**src/rtl/move_input_ctrl.sv**
```systemverilog
// Input stage for the connect-four game FSM: synchronizes and debounces the drop
// button and column switches, then hands one validated move per press to the game.
module move_input_ctrl #(
    parameter int DB_CYCLES = 16,
    parameter int CNT_W     = 5
) (
    input  logic       clk,
    input  logic       reset,
    input  logic       btn_in,
    input  logic [6:0] sw_in,
    input  logic       q_p1,
    input  logic       q_p2,
    input  logic       q_end,
    output logic [6:0] player_input,
    output logic       start,
    output logic       player,
    output logic       bad_sel,
    output logic       busy,
    output logic [1:0] fsm_state
);

    typedef enum logic [1:0] {
        IDLE     = 2'd0,
        PEND     = 2'd1,
        ISSUE    = 2'd2,
        WAIT_REL = 2'd3
    } state_t;

    localparam logic [CNT_W-1:0] CNT_TOP = CNT_W'(DB_CYCLES - 1);
    localparam logic [CNT_W-1:0] CNT_MAX = '1;

    state_t     state, state_nxt;
    logic       btn_s1, btn_s2;
    logic [6:0] sw_s1, sw_s2;
    logic [CNT_W-1:0] db_cnt;
    logic       db_btn, db_btn_d;
    logic       press;
    logic       sel_one_hot;
    logic       latch_sel;
    logic       bad_nxt;

    always_ff @(posedge clk) begin
        if (reset) begin
            btn_s1 <= 1'b0;
            btn_s2 <= 1'b0;
            sw_s1  <= '0;
            sw_s2  <= '0;
        end else begin
            btn_s1 <= btn_in;
            btn_s2 <= btn_s1;
            sw_s1  <= sw_in;
            sw_s2  <= sw_s1;
        end
    end

    // The counter tracks how long the synchronized button has sat at a level other
    // than db_btn; any return to the accepted level (a bounce) starts it over.
    always_ff @(posedge clk) begin
        if (reset) begin
            db_cnt   <= '0;
            db_btn   <= 1'b0;
            db_btn_d <= 1'b0;
        end else begin
            db_btn_d <= db_btn;
            if (btn_s2 == db_btn) begin
                db_cnt <= '0;
            end else if (db_cnt == CNT_TOP) begin
                db_btn <= btn_s2;
                db_cnt <= '0;
            end else if (db_cnt != CNT_MAX) begin
                db_cnt <= db_cnt + 1'b1;
            end
        end
    end

    assign press       = db_btn & ~db_btn_d;
    assign sel_one_hot = (sw_s2 != 7'd0) && ((sw_s2 & (sw_s2 - 7'd1)) == 7'd0);

    always_comb begin
        state_nxt = state;
        latch_sel = 1'b0;
        bad_nxt   = 1'b0;
        case (state)
            IDLE: begin
                if (press) begin
                    if (sel_one_hot) begin
                        latch_sel = 1'b1;
                        state_nxt = PEND;
                    end else begin
                        bad_nxt   = 1'b1;
                        state_nxt = WAIT_REL;
                    end
                end
            end
            PEND: begin
                if (q_end)              state_nxt = WAIT_REL;
                else if (q_p1 || q_p2)  state_nxt = ISSUE;
            end
            // q_end here is unexpected; both-low covers it and we exit cleanly.
            ISSUE: begin
                if (!q_p1 && !q_p2) state_nxt = WAIT_REL;
            end
            WAIT_REL: begin
                if (!db_btn) state_nxt = IDLE;
            end
            default: state_nxt = IDLE;
        endcase
    end

    always_ff @(posedge clk) begin
        if (reset) begin
            state        <= IDLE;
            bad_sel      <= 1'b0;
            player_input <= '0;
            player       <= 1'b0;
        end else begin
            state   <= state_nxt;
            bad_sel <= bad_nxt;
            if (latch_sel) player_input <= sw_s2;
            if (q_p1)      player <= 1'b0;
            else if (q_p2) player <= 1'b1;
        end
    end

    assign start     = (state == ISSUE);
    assign busy      = (state != IDLE);
    assign fsm_state = state;

endmodule

```
**config.mk**
```make
export PLATFORM = sky130hd
export DESIGN_NAME = move_input_ctrl
export DESIGN_NICKNAME = d
export VERILOG_FILES = /design/src/rtl/move_input_ctrl.sv
export SDC_FILE = /design/constraint.sdc
export NUM_CORES = 1
export LEC_CHECK = 0
export ABC_AREA = 1
export ABC_CLOCK_PERIOD_IN_PS = 2950
export CAP_MARGIN = 10
export CORE_MARGIN = 10
export CORE_UTILIZATION = 40
export CTS_CLUSTER_DIAMETER = 80
export DETAILED_ROUTE_END_ITERATION = 8
export GPL_TIMING_DRIVEN = 0
export PLACE_DENSITY = 0.65
export SYNTH_ARGS = -nofsm -noshare
export SYNTH_HDL_FRONTEND = slang
export SYNTH_SLANG_ARGS = --single-unit
```
**constraint.sdc**
```tcl
create_clock -name clk -period 2.95 [get_ports clk]
set_input_delay 0.295 -clock clk [delete_from_list [all_inputs] [get_ports clk]]
set_output_delay 0.295 -clock clk [all_outputs]
set_load 0.05 [all_outputs]
```
==> impl_metrics.yaml <==
run_status:
  outcome: "finished clean"
critical_path:
  cp.arrival_ns: 1.94
  crit_path_start_kind: "flop"
  r2r_setup_slack_ns: 1.39
  r2r-end: "fsm_state[1]"
  cpPeakStageDelay_ns: 0.81
  crit_chain: "inv_1 > ha_1 > inv_1 > clkdlybuf4s50_1"
  r2r_start: "fsm_state[0]"
  crit_type: "flop to output port"
  crit_start: "fsm_state[0]"
  reg2reg_depth: 6
  crit_required_ns: 2.65
  cpMostUsedCell: "inv_1"
  cp_slowest_cell: "clkdlybuf4s50_1"
  critPathMaxFanout: 7
  end_kind: "output port"
  cp-endpoint: "busy"
final_layout:
  nNetsFinal: 253
  drive_above_1_share: 0.06438
  antenna_cells: 0
  area_delta_synth_final_pct: 28.35
  fill_cells: 374
synthesis:
  syn_nets: 221
  syn_area_um2: 1483
  yosys-top-cells-area: "dfxtp_1 (46%), inv_1 (12%), nor2_1 (8.9%), nand2_1 (8.4%), ha_1 (6.8%)"
  netlist_instances: 200
  synth.largest_area_cell: "dfxtp_1"
  ys_types: 21
  ys_warn_count: 0
  synth_seq_cells: 34
  syn_avg_cell_area_um2: 7.413
  seq_area_frac_synth: 0.4591
  yosysTopAreaCellShare: 0.4591
global_route:
  grt_pass1_vias: 1051
  grt_use_met3: 0.02539
  grt_use_met1: 0.09359
  track_usage: 0.08217
  top_usage_layer: "met2"
  gr-usage-met2: 0.1314
  grt_max_degree: 11
  antenna_found_initial: 0
  grt_pass1_wl_um: 4326
  grt-ovfl-total: 0
route:
  wl_per_cell_um: 8.744
  vias: 1179
  drc_errors: 0
  first_iter_violations: 36
  routed_wl_um: 2457
  avgViaCountPerCell: 4.196
  firstDrtPassIters: 4
  ant_nets: 0
sta:
  clock.fmax_ghz: 0.4470
  layout_setup_ws_ns: 0.7131
  max_slew_margin: 0.6607
  finalHoldViolations: 0
  period_needed_ns: 2.237
  rsz0062_at_grt: "no"
  skew_ns: 0.003931
  setup_viol: 0
  tightest_slew_ns: 0.5074
  drv_slew: 0
  tns_ns: 0
  fin_crit_sh: 0.7583
power:
  comb_power_share: 0.208
  power_mw: 1.119
  peakVddDrop_v: 0.0003394
  seq_power_share: 0.441
  pwr-share-clk: 0.351
  cellPowerDensity_nw_per_um2: 588.1
  p_int_mw: 0.7975
  switchingPower_mw: 0.3217
  switching_share: 0.2874
  cellLeakagePower_nw: 0.8433
clocking:
  numCtsBuffers: 5
  post_cts_buffers: 0
  cts.htree.levels: 2
  hold_buffers: 0
  clockBufferDepth: 2
  clk_pin_slew_ns: 0.07
  ctsRootBufferMaster: "clkbuf_8"
  cts_tree: "yes"
  cts-resized-gates: 0
  clkLatencyLatePin_ns: 0.28
  cts.sink_count: 34
place:
  port_buffers: 25
  place_ws_ns: 0.9866
  hpwl_um: 1899
  globalplace.congestion: 0.7515
die:
  io_pins: 26
  die_h_um: 80.88
  initial_core_util: 0.4081
  fp.coreArea_um2: 3633
  std_cell_rows: 22
  fp.dieW_um: 80.88
  die-area_um2: 6542
flow_run:
  maxCapViolCount: 0
hold_path:
  hp-class: "flop to flop"
[worst min-delay path by stage]
stage	to	cells after the start	slack (ns)	startpoint
final	sw_s2[3]	2	0.40	sw_s1[3]
after global routing	sw_s2[6]	2	0.42	sw_s1[6]
after CTS	sw_s2[3]	2	0.40	sw_s1[3]
after detailed placement	sw_s2[2]	2	0.39	sw_s1[2]
after global placement	btn_s2	2	0.39	btn_s1
after floorplan	player	1	0.37	q_p1
[final cells by class]
| cell class | count | area (um^2) | share of cell area |
|---|---|---|---|
| Buffer | 2 | 7.507 | 0.003945 |
| Clock buffer | 8 | 110.1 | 0.05786 |
| Inverter | 49 | 183.9 | 0.09665 |
| Multi-Input combinational cell | 115 | 610.6 | 0.3208 |
| Sequential cell | 34 | 680.7 | 0.3577 |
| Tap cell | 48 | 60.06 | 0.03156 |
| Timing Repair Buffer | 25 | 250.2 | 0.1315 |
[worst max-delay path, delay by kind of cell, from the launching register on]
kind | cells | cell delay (ns)
buffers and inverters | 3 | 1.01
flip-flops | 1 | 0.44
adder cells (fa/ha/maj) | 1 | 0.22
[state kept, by name (all words and copies together) (netlist names)]
signal / cells
db_btn_d: 1
db_cnt: 5
btn_s2: 1
btn_s1: 1
player: 1
sw_s2: 7
db_btn: 1
fsm_state: 2
player_input: 7
sw_s1: 7
bad_sel: 1
[Yosys cell counts]
cell	count
inv_1	48
nor2_1	35
dfxtp_1	34
nand2_1	33
nand4_1	9
a21oi_1	8
ha_1	8
nand3_1	4
nor2_2	3
nor3_1	3
clkbuf_1	2
nand2_2	2
o211ai_1	2
o21ai_0	2
a21boi_0	1
a31oi_1	1
clkinv_1	1
nand3_4	1
nand3b_1	1
nor2_8	1
xor2_1	1
[per-layer routing]
| metal | wire length [um] | part of all wire |
|---|---|---|
| met5 | 0 | 0 |
| met4 | 64 | 0.026 |
| met3 | 122 | 0.050 |
| met2 | 1110 | 0.45 |
| met1 | 1159 | 0.47 |
[power groups by stage]
stage / logic [mW] / registers, mW / clock network (mW)
floorplan: 0.138 / 0.528 / 0
global placement: 0.233 / 0.504 / 0
detailed placement: 0.235 / 0.504 / 0
CTS: 0.236 / 0.494 / 0.405
global route: 0.257 / 0.496 / 0.423
finish: 0.233 / 0.494 / 0.393
[cells by family after synthesis]
logic type | Yosys count | share of synthesized area
AOI/OAI and AO/OA | 14 | 0.05317
xor gates and xnor gates | 1 | 0.005908
adders and majority gates | 8 | 0.06751
buffers and inverters | 51 | 0.1291
DFF | 34 | 0.4591
and+or+nand+nor | 92 | 0.2852
[cell usage in the layout (no fill, tap or decap), drive strengths merged]
| cell type | netlist | layout |
|---|---|---|
| a21boi | 1 | 1 |
| a21oi | 8 | 8 |
| a31oi | 1 | 1 |
| clkbuf | 2 | 10 |
| clkdlybuf4s50 | 0 | 25 |
| clkinv | 1 | 1 |
| dfxtp | 34 | 34 |
| ha | 8 | 8 |
| inv | 48 | 48 |
| nand2 | 35 | 35 |
| nand3 | 5 | 5 |
| nand3b | 1 | 1 |
| nand4 | 9 | 9 |
| nor2 | 39 | 39 |
| nor3 | 3 | 3 |
| o211ai | 2 | 2 |
| o21ai | 2 | 2 |
| xor2 | 1 | 1 |
[stage by stage]
stage          cells    util  instance area, um^2  hold WS, ns
4_1_cts          281  0.5238                 1903       0.4013
3_3_place_gp     273  0.4935                 1793       0.3883
5_1_grt          281  0.5238                 1903       0.4157
3_5_place_dp     273  0.4935                 1793       0.3940
6_report         281  0.5238                 1903       0.4001
2_1_floorplan    200       -                 1483       0.3743
(Power assumes the default switching activity.)
